File: src/rtl/spi_wb_bridge_slave.sv
// spi_wb_bridge_slave: SPI mode-0 responder that turns host frames into single
// 32-bit Wishbone initiator cycles. All SPI pins are oversampled in clk.
//
// Frame: cmd byte (0x02 write, 0x03 read, other = ignore), address byte, then
//   write: 4 data bytes MSB first; read: 1 dummy byte, then 4 data bytes on MISO.
//
// Ports:
//   clk, rst_n          system clock, async active-low reset
//   spi_sck_i/mosi_i/csn_i  SPI inputs from the host (idle SCK low)
//   spi_miso_o/miso_oe  SPI data out and its enable (follows synchronized CS_n)
//   wb_addr/wdata/we/cyc  Wishbone initiator outputs (cyc doubles as stb)
//   wb_rdata/ack        Wishbone responses
//   stat_ovr            one-cycle pulse on read underrun or dropped write word
//
// Optional feature macro: SPI_WB_AUTOINC_EN (multi-word frames with address
// auto-increment and read prefetch). Undefined: one word per frame.
module spi_wb_bridge_slave #(
    parameter int unsigned AW = 4
) (
    input  logic          clk,
    input  logic          rst_n,
    input  logic          spi_sck_i,
    input  logic          spi_mosi_i,
    input  logic          spi_csn_i,
    output logic          spi_miso_o,
    output logic          spi_miso_oe,
    output logic [AW-1:0] wb_addr,
    output logic [31:0]   wb_wdata,
    input  logic [31:0]   wb_rdata,
    output logic          wb_we,
    output logic          wb_cyc,
    input  logic          wb_ack,
    output logic          stat_ovr
);

    localparam logic [7:0] CMD_WR = 8'h02;
    localparam logic [7:0] CMD_RD = 8'h03;

    typedef enum logic [2:0] {
        S_IDLE, S_CMD, S_ADDR, S_WDATA, S_DUMMY, S_RDATA, S_WBW, S_DISCARD
    } state_t;

    state_t          r_state;
    logic            r_sck_s1, r_sck_s2, r_sck_d;
    logic            r_mosi_s1, r_mosi_s2;
    logic            r_cs_s1, r_cs_s2, r_cs_d;   // active-high chip select
    logic [2:0]      r_bit_cnt;
    logic [6:0]      r_rx_sh;
    logic [1:0]      r_byte_cnt;
    logic [23:0]     r_wsh;
    logic            r_is_wr;
    logic [AW-1:0]   r_cur_addr;
    logic [AW-1:0]   r_wb_addr;
    logic [31:0]     r_wb_wdata;
    logic            r_wb_we;
    logic            r_wb_cyc;
    logic [31:0]     r_rdata;
    logic            r_rd_valid;
    logic            r_rd_stale;
    logic            r_load_pend;
    logic [31:0]     r_tx_sh;
    logic            r_miso;
    logic            r_stat_ovr;

    logic            w_sck_rise, w_sck_fall, w_cs_start, w_cs_end;
    logic            w_byte_done;
    logic [7:0]      w_byte;
    logic [AW-1:0]   w_next_addr;

    assign w_sck_rise  = r_sck_s2 & ~r_sck_d;
    assign w_sck_fall  = ~r_sck_s2 & r_sck_d;
    assign w_cs_start  = r_cs_s2 & ~r_cs_d;
    assign w_cs_end    = ~r_cs_s2 & r_cs_d;
    assign w_byte      = {r_rx_sh, r_mosi_s2};
    assign w_byte_done = w_sck_rise & r_cs_s2 & (r_bit_cnt == 3'd7);
    assign w_next_addr = r_cur_addr + AW'(1);

    assign spi_miso_o  = r_miso;
    assign spi_miso_oe = r_cs_s2;
    assign wb_addr     = r_wb_addr;
    assign wb_wdata    = r_wb_wdata;
    assign wb_we       = r_wb_we;
    assign wb_cyc      = r_wb_cyc;
    assign stat_ovr    = r_stat_ovr;

    // Two-flop synchronizers plus one history stage for edge detection
    always_ff @(posedge clk or negedge rst_n) begin
        if (!rst_n) begin
            r_sck_s1  <= 1'b0; r_sck_s2  <= 1'b0; r_sck_d <= 1'b0;
            r_mosi_s1 <= 1'b0; r_mosi_s2 <= 1'b0;
            r_cs_s1   <= 1'b0; r_cs_s2   <= 1'b0; r_cs_d  <= 1'b0;
        end else begin
            r_sck_s1  <= spi_sck_i;  r_sck_s2  <= r_sck_s1;  r_sck_d <= r_sck_s2;
            r_mosi_s1 <= spi_mosi_i; r_mosi_s2 <= r_mosi_s1;
            r_cs_s1   <= ~spi_csn_i; r_cs_s2   <= r_cs_s1;   r_cs_d  <= r_cs_s2;
        end
    end

    // Bit counter and receive shifter, held clear while deselected
    always_ff @(posedge clk or negedge rst_n) begin
        if (!rst_n) begin
            r_bit_cnt <= 3'd0;
            r_rx_sh   <= 7'd0;
        end else if (!r_cs_s2) begin
            r_bit_cnt <= 3'd0;
        end else if (w_sck_rise) begin
            r_bit_cnt <= r_bit_cnt + 3'd1;
            r_rx_sh   <= w_byte[6:0];
        end
    end

    // Frame FSM, Wishbone initiator and MISO shifter
    always_ff @(posedge clk or negedge rst_n) begin
        if (!rst_n) begin
            r_state     <= S_IDLE;
            r_byte_cnt  <= 2'd0;
            r_wsh       <= 24'd0;
            r_is_wr     <= 1'b0;
            r_cur_addr  <= '0;
            r_wb_addr   <= '0;
            r_wb_wdata  <= 32'd0;
            r_wb_we     <= 1'b0;
            r_wb_cyc    <= 1'b0;
            r_rdata     <= 32'd0;
            r_rd_valid  <= 1'b0;
            r_rd_stale  <= 1'b0;
            r_load_pend <= 1'b0;
            r_tx_sh     <= 32'd0;
            r_miso      <= 1'b0;
            r_stat_ovr  <= 1'b0;
        end else begin
            r_stat_ovr <= 1'b0;

            // Cycle completes in the clk where ack is seen; stale reads are dropped
            if (r_wb_cyc && wb_ack) begin
                r_wb_cyc <= 1'b0;
                if (!r_wb_we) begin
                    if (r_rd_stale) begin
                        r_rd_stale <= 1'b0;
                    end else begin
                        r_rdata    <= wb_rdata;
                        r_rd_valid <= 1'b1;
                    end
                end
            end

            if (w_cs_end) begin
                // A pending cycle must finish before new frames are accepted
                r_miso  <= 1'b0;
                r_state <= r_wb_cyc ? S_DISCARD : S_IDLE;
            end else begin
                case (r_state)
                    S_IDLE: begin
                        if (w_cs_start) begin
                            r_state    <= S_CMD;
                            r_byte_cnt <= 2'd0;
                            r_rd_valid <= 1'b0;
                            r_miso     <= 1'b0;
                        end
                    end
                    S_CMD: begin
                        if (w_byte_done) begin
                            r_is_wr <= (w_byte == CMD_WR);
                            r_state <= (w_byte == CMD_WR || w_byte == CMD_RD) ? S_ADDR : S_DISCARD;
                        end
                    end
                    S_ADDR: begin
                        if (w_byte_done) begin
                            r_cur_addr <= w_byte[AW-1:0];
                            r_byte_cnt <= 2'd0;
                            if (r_is_wr) begin
                                r_state <= S_WDATA;
                            end else begin
                                r_state     <= S_DUMMY;
                                r_wb_addr   <= w_byte[AW-1:0];
                                r_wb_we     <= 1'b0;
                                r_wb_cyc    <= 1'b1;
                                r_load_pend <= 1'b1;
                            end
                        end
                    end
                    S_WDATA: begin
                        if (w_byte_done) begin
                            r_wsh      <= {r_wsh[15:0], w_byte};
                            r_byte_cnt <= r_byte_cnt + 2'd1;
                            if (r_byte_cnt == 2'd3) begin
`ifdef SPI_WB_AUTOINC_EN
                                if (r_wb_cyc) begin
                                    r_stat_ovr <= 1'b1;
                                end else begin
                                    r_wb_addr  <= r_cur_addr;
                                    r_wb_wdata <= {r_wsh, w_byte};
                                    r_wb_we    <= 1'b1;
                                    r_wb_cyc   <= 1'b1;
                                    r_cur_addr <= w_next_addr;
                                end
`else
                                r_wb_addr  <= r_cur_addr;
                                r_wb_wdata <= {r_wsh, w_byte};
                                r_wb_we    <= 1'b1;
                                r_wb_cyc   <= 1'b1;
                                r_state    <= S_WBW;
`endif
                            end
                        end
                    end
                    S_DUMMY: begin
                        if (w_byte_done) begin
                            r_state    <= S_RDATA;
                            r_byte_cnt <= 2'd0;
                        end
                    end
                    S_RDATA: begin
                        if (w_sck_fall) begin
                            if (r_load_pend) begin
                                // First falling edge of a word: load data or signal underrun
                                r_load_pend <= 1'b0;
                                r_rd_valid  <= 1'b0;
                                if (r_rd_valid) begin
                                    r_miso  <= r_rdata[31];
                                    r_tx_sh <= {r_rdata[30:0], 1'b0};
                                end else begin
                                    r_miso     <= 1'b1;
                                    r_tx_sh    <= '1;
                                    r_stat_ovr <= 1'b1;
                                end
`ifdef SPI_WB_AUTOINC_EN
                                if (!r_wb_cyc) begin
                                    r_wb_addr  <= w_next_addr;
                                    r_wb_we    <= 1'b0;
                                    r_wb_cyc   <= 1'b1;
                                    r_cur_addr <= w_next_addr;
                                end else if (!r_rd_valid) begin
                                    r_rd_stale <= ~wb_ack;
                                end
`endif
                            end else begin
                                r_miso  <= r_tx_sh[31];
                                r_tx_sh <= {r_tx_sh[30:0], 1'b0};
                            end
                        end
                        if (w_byte_done) begin
                            r_byte_cnt <= r_byte_cnt + 2'd1;
                            if (r_byte_cnt == 2'd3) begin
`ifdef SPI_WB_AUTOINC_EN
                                r_load_pend <= 1'b1;
`else
                                r_state <= S_DISCARD;
`endif
                            end
                        end
                    end
                    S_WBW: begin
                        if (r_wb_cyc && wb_ack) begin
                            r_state <= S_DISCARD;
                        end
                    end
                    S_DISCARD: begin
                        if (w_sck_fall) begin
                            r_miso <= 1'b0;
                        end
                        if (!r_cs_s2 && !r_wb_cyc) begin
                            r_state <= S_IDLE;
                        end
                    end
                    default: r_state <= S_IDLE;
                endcase
            end
        end
    end

endmodule

File: config.mk
export PLATFORM = sky130hd
export DESIGN_NAME = spi_wb_bridge_slave
export DESIGN_NICKNAME = d
export VERILOG_FILES = /design/src/rtl/spi_wb_bridge_slave.sv
export SDC_FILE = /design/constraint.sdc
export NUM_CORES = 1
export LEC_CHECK = 0
export CAP_MARGIN = 20
export CORE_MARGIN = 4
export CORE_UTILIZATION = 57
export CTS_BUF_LIST = sky130_fd_sc_hd__clkbuf_8 sky130_fd_sc_hd__clkbuf_16
export DETAILED_ROUTE_END_ITERATION = 10
export DONT_BUFFER_PORTS = 1
export PLACE_DENSITY = 0.81
export SYNTH_ARGS = -nofsm -noshare
export SYNTH_HDL_FRONTEND = slang
export SYNTH_SLANG_ARGS = --single-unit
File: constraint.sdc
create_clock -name clk -period 2 [get_ports clk]
set_input_delay 0.2 -clock clk [delete_from_list [all_inputs] [get_ports clk]]
set_output_delay 0.2 -clock clk [all_outputs]
set_load 0.03 [all_outputs]
; ---- Yosys cells after proc, flatten, opt, wreduce, memory -nomap -nowiden
; Cells that the tools add are included.
[classes]
add_sub_neg = 2
multipliers = 0
n_div = 0
n_lt_le_gt_ge = 0
n_eq_ne = 32
n_shift = 0
muxes = 62
bitwise_logic = 13
reduce_logical = 24
[ops]
columns = op, count
row1 = 32-bit 2-to-1 mux, 2
row2 = 3-bit 2-to-1 mux, 16
row3 = 3-bit inequality test (second input constant), 12
row4 = 1-bit 2-to-1 mux, 29
row5 = 3-bit one-hot mux with 8 select lines, 1
row6 = 8-bit by 2-bit == test with 1-bit output (second input constant), 2
row7 = 4-bit 2-to-1 mux, 4
row8 = 3-bit == test (second input constant), 5
row9 = 2-bit inequality test (second input constant), 6
row10 = 3-bit AND reduction, 4
row11 = 10-bit AND reduction, 1
row12 = 5-bit AND reduction, 2
row13 = 1-bit one-hot mux with 2 select lines, 4
row14 = 4-bit one-hot mux with 2 select lines, 1
row15 = 4-bit AND reduction, 2
row16 = 1-bit inverter, 7
row17 = 1-bit AND, 6
row18 = 3-bit by 2-bit == test with 1-bit output (second input constant), 2
row19 = 2-bit 2-to-1 mux, 3
row20 = 2-bit by 1-bit inequality test with 1-bit output (second input constant), 3
row21 = 2-bit one-hot mux with 3 select lines, 1
row22 = 6-bit AND reduction, 1
row23 = 2-bit AND reduction, 2
row24 = 2-bit nonzero test, 2
row25 = other kinds (12), 15
[totals]
regBits = 158
latch_bits = 0
ramBits = 0
romBits = 0
inputBits = 38
output_inout_bits = 41
mem_count = 0

; ---- Logic depth before layout (Yosys ltp)
[logic_depth]
word_depth = 7
depth_mapped = 9

; ---- Worst setup path before layout
; OpenSTA, ideal clock, no wires.
[synth_path]
path_kind = reg2reg
startpoint = reg r_cs_s2, in the netlist spi_miso_oe
endpoint = reg r_wb_wdata[3], in the netlist wb_wdata[3]
setup_time_ns = 0.127
t_arrival_ns = 2.145
t_required_ns = 1.873
setup_slack_ns = -0.273
path_stages_with_launch = 9
path_cell_list = dfrtp_1 inv_1 ha_1 buf_2 nor3_4 and2_1 buf_4 buf_6 mux2_1
[synth_between]
elab_chain_cells = 4
[synth_lines]
columns = item, line
row1 = "start, declared", 46  ; logic r_cs_s1, r_cs_s2, r_cs_d;
row2 = "start signal, assigned", 95  ; r_cs_s1 <= ~spi_csn_i; r_cs_s2 <= r_cs_s1; r_cs_d <= r_cs_s2;
row3 = 1-bit inverter, 73  ; assign w_cs_end = ~r_cs_s2 & r_cs_d;
row4 = 1-bit AND, 73
row5 = 1-bit inverter (no source line), -
row6 = 4-bit AND reduction (no source line) (*), -
row7 = "end signal, assigned", 199  ; r_wb_wdata <= {r_wsh, w_byte};
row8 = "end, declared", 54  ; logic [31:0] r_wb_wdata;
; Mark *: on every way between the ends. The rest lies on a longest branch, timed or not.
; A chain may end at the register's enable or synchronous reset.

; ---- Worst setup path in the final report
[layout_path]
startpoint = reg r_bit_cnt[0]
endpoint = reg r_wsh[19]
[layout_between]
elab_chain_cells = 3
[layout_lines]
columns = item, line
row1 = "start, declared", 47  ; logic [2:0] r_bit_cnt;
row2 = "start signal, assigned", 107  ; r_bit_cnt <= r_bit_cnt + 3'd1;
row3 = 3-bit == test, 75  ; assign w_byte_done = w_sck_rise & r_cs_s2 & (r_bit_cnt == 3'd7);
row4 = 1-bit AND, 75
row5 = 3-bit AND reduction (no source line), -
row6 = "end signal, assigned", 184  ; r_wsh <= {r_wsh[15:0], w_byte};
row7 = "end, declared", 50  ; logic [23:0] r_wsh;
; Every way passes these cells.

==> summary.md <==
| Metric | Value |
|---|---|
| Outcome | complete, but fails checks |
| Failing checks | negative hold slack |
| DP HPWL | 7870 um |
| Final core utilization | 0.699 |
| Minimum clock period | 1890 ps |
| Fmax achieved | 0.530 GHz |
| Synth-to-Final Area Change | 18.8% |
| Seq/Total Area, Yosys | 0.612 |
| Crit-path leading delay family | multiplexers |
| Clock root cell | clkbuf_16 |
| CTS clk-pin slew, worst paths | 60 ps |
| Routed WL | 13000 um |
| Setup violators final | 0 |
| Crit path depth | 6 |
| CP max FO | 24 |
| Yosys top cell by area | dfrtp_1 |
| Synth top area cells | dfrtp_1, mux2_2, mux2_1, o21ai_0, o22ai_1 |
| Worst R2R Setup Slack | 110 ps |
| Clk sinks | 158 |
| DR pass1 iterations | 5 |
| Drt drc | 0 |
| Syn nets | 531 |
| Largest net degree at the start of global routing | 159 |
| Die width | 114 um |
| Vias per cell | 5.85 |
| Hold_ws | -533 ps |
| Lkg Pwr | 3.66 nW |
| Die area | 0.0131 sq mm |
| Synthesized cell area | 0.00646 sq mm |
| PortBufs | 0 |
| Die H | 114 um |
| Syn Area/Cell | 13.2 sq um |
| Initial antenna violation count | 0 |
| Yosys reg bits | 158 |
| Xor and xnor fraction of the mapped netlist area | 0.00271 |
| Post-synthesis cell count | 488 |
| Post-layout net count | 577 |
| Crit-path cells | ha_1 > ha_2 > nand4b_4 > nor3_4 > buf_4 > mux2_2 |
| Number of global-route vias before repair | 4106 |
| Power Density | 1020 mW/mm^2 |
| Synth Warn # | 0 |
| CP Launch Type | flip-flop |
| Routed Antenna Nets | 0 |
| N_diodes | 0 |
| Worst-margin pin slew | 433 ps |
| Worst skew pair latency | 420 ps |
| Initial core utilization | 0.588 |
| Yosys cell types | 42 |
| Core Area | 0.0110 sq mm |
| Simple-gate portion of the synthesized area | 0.0701 |
| Placed Instances | 616 |
| Crit path largest cell delay | 380 ps |
| First-pass GRT wire length | 21000 um |
| Adder-Cell Fraction of Synth Area | 0.00968 |
| Worst rel slew slack | 0.709 |
| Total negative slack | 0 ps |
| GPL Wtd Cong | 0.904 |
| DR WL/cell | 18.9 um |
| Worst Skew | 6.19 ps |
| RSZ-0062 raised after global routing | false |
| Total global routing track utilization | 0.205 |
| GR Overflow Total | 0 |
| Final hold vios | 158 |
| H-tree depth | 4 |
| Final Max Slew Viols | 0 |
| Inserted Clock Buffers | 17 |
| # IOs | 79 |
| Maximum VDD drop | 0.000956 V |
| Cell Rows | 38 |
| Initial DRC count | 497 |
| Largest family of logic cells by synthesized area | multiplexers |
| Critical-path top delay cell | mux2_2 |
| CP Capture Type | flip-flop |
| Min-Delay Path Class | in2async |
| Yosys top cell area share | 0.612 |
| Data required, critical path | 2310 ps |
| Critical path arrival | 2190 ps |
| CTS tree | built |
| Post-synthesis mux area share | 0.191 |
| Maximum buffer depth of the clock tree | 2 |
| Compound-gate portion of the synthesized area | 0.0870 |
| Fin cells | 687 |
| WP buf/inv | 1 |
| Via count | 4019 |
| Total Power | 7.80 mW |
| Crit path kind | reg2reg |
| Share of cells above drive strength 1 | 0.261 |
| Period utilization | 0.943 |
| Max-Cap Viols | 0 |
| Worst R2R Path Depth | 6 |
| Hold buffer count at CTS | 36 |
metal layers:
metal,GRT usage,vias up,wire length (um),part of all wire
met5,0,-,0,0
met4,0.0808,0,206,0.016
met3,0.0645,20,833,0.064
met2,0.327,106,6470,0.50
met1,0.264,2047,5490,0.42
li1,-,1846,-,-
worst reg2reg max path, stage by stage (launching register included):
cell and delay, ps:
dfrtp_1 370, ha_1 160, ha_2 190, nand4b_4 120
nor3_4 190, buf_4 340, mux2_2 400
through the flow:
| stage | setup WS (ps) | cell area (sq um) |
|---|---|---|
| 6_report | 113 | 7680 |
| 4_1_cts | 8.73 | 7610 |
| 5_1_grt | 4.48 | 7680 |
| 3_3_place_gp | 89.5 | 6650 |
| 2_1_floorplan | 10.4 | 6470 |
| 3_5_place_dp | -82.9 | 6650 |
kinds of logic after synthesis:
family / count (synthesis)
xor gates and xnor gates: 2
AOI/OAI and AO/OA: 93
buffers and inverters: 38
DFF: 158
and+or+nand+nor: 82
adders and majority gates: 5
muxes: 110
path summary, 6_finish.rpt:
kind / start / to
max reg2reg: r_bit_cnt[0] / r_wsh[19]
min reg2reg: r_sck_s1 / r_sck_s2
max: r_bit_cnt[0] / r_wsh[19]
min in group clk: wb_ack / r_rd_valid
max in group asynchronous: rst_n / r_wsh[10]
min: rst_n / r_rdata[10]
cell usage after synthesis:
cell       number
buf_2           5
mux2_2         79
nand4b_4        1
nor4_1          2
and4_1          1
o211ai_1        2
o41ai_1         1
o22ai_1        30
and4b_1         1
a32oi_1         3
a22oi_1         3
nand3_1         4
o31ai_1         2
ha_1            5
mux2i_1         2
nor2_1         11
a21oi_1         2
nor3b_1         3
nand3b_4        1
a21o_1          4
dfrtp_1       158
xor2_1          2
and3b_1         1
inv_1           8
a32o_1          1
buf_4           1
o21ai_0        42
clkbuf_1       21
a2bb2oi_1       2
or3b_1          1
or4_1           1
buf_6           3
nand2b_1        4
nor3_4          1
and2_1          2
or2_2           1
nand3b_1        5
nor3_1          6
a31o_2          1
or4b_1          1
mux2_1         29
nand2_1        35
registers in the layout, indices dropped and copies added (netlist names), 2 cells and up:
signal      flops
r_byte_cnt      2
r_tx_sh        32
r_rdata        32
r_rx_sh         7
r_bit_cnt       3
r_wsh          24
r_state         3
r_cur_addr      4
wb_wdata       32
wb_addr         4
power by group:
group	internal (mW)	leakage [nW]	switching [mW]
clock network	1.94	0.297	1.27
registers	3.40	2.11	0.201
logic	0.490	1.25	0.507
layout by cell type, fill, tap and decap left out, types with 2 or more instances in the layout:
cell           count
a21o_1             4
a21oi_1            2
a22oi_1            3
a2bb2oi_1          2
a32oi_1            3
buf_12             2
buf_4             18
bufinv_16          3
clkbuf_16         18
clkinv_2           4
clkinv_4           2
clkinvlp_4         2
dfrtp_1          157
dlygate4sd3_1     36
ha_1               3
ha_2               2
inv_1             11
mux2_1            29
mux2_2            79
mux2i_1            2
nand2_1           34
nand2b_1           4
nand3_1            4
nand3b_1           5
nor2_1            11
nor3_1             4
nor3_2             2
nor3b_1            3
o211ai_1           2
o21ai_0           42
o22ai_1           30
o31ai_1            2
xor2_1             2
layout make-up:
type                       count  area, sq um
clock buffer                  17          425
clock inverter                15          158
fill                         734         3310
inverter                       8         30.0
multi-input combinational    292         2370
sequential                   158         3960
tap                          140          175
timing repair buffer          57          561
what timing repair did:
item / in CTS / in global routing
hold endpoints to repair: 194 / 158
pin swaps: 1 / 1
setup buffers: 1 / 1
cloned: 0 / 1
setup endpoints to repair: 5 / 41
resized for setup: 1 / 8
No activity file was read; power rests on OpenSTA's default activity.
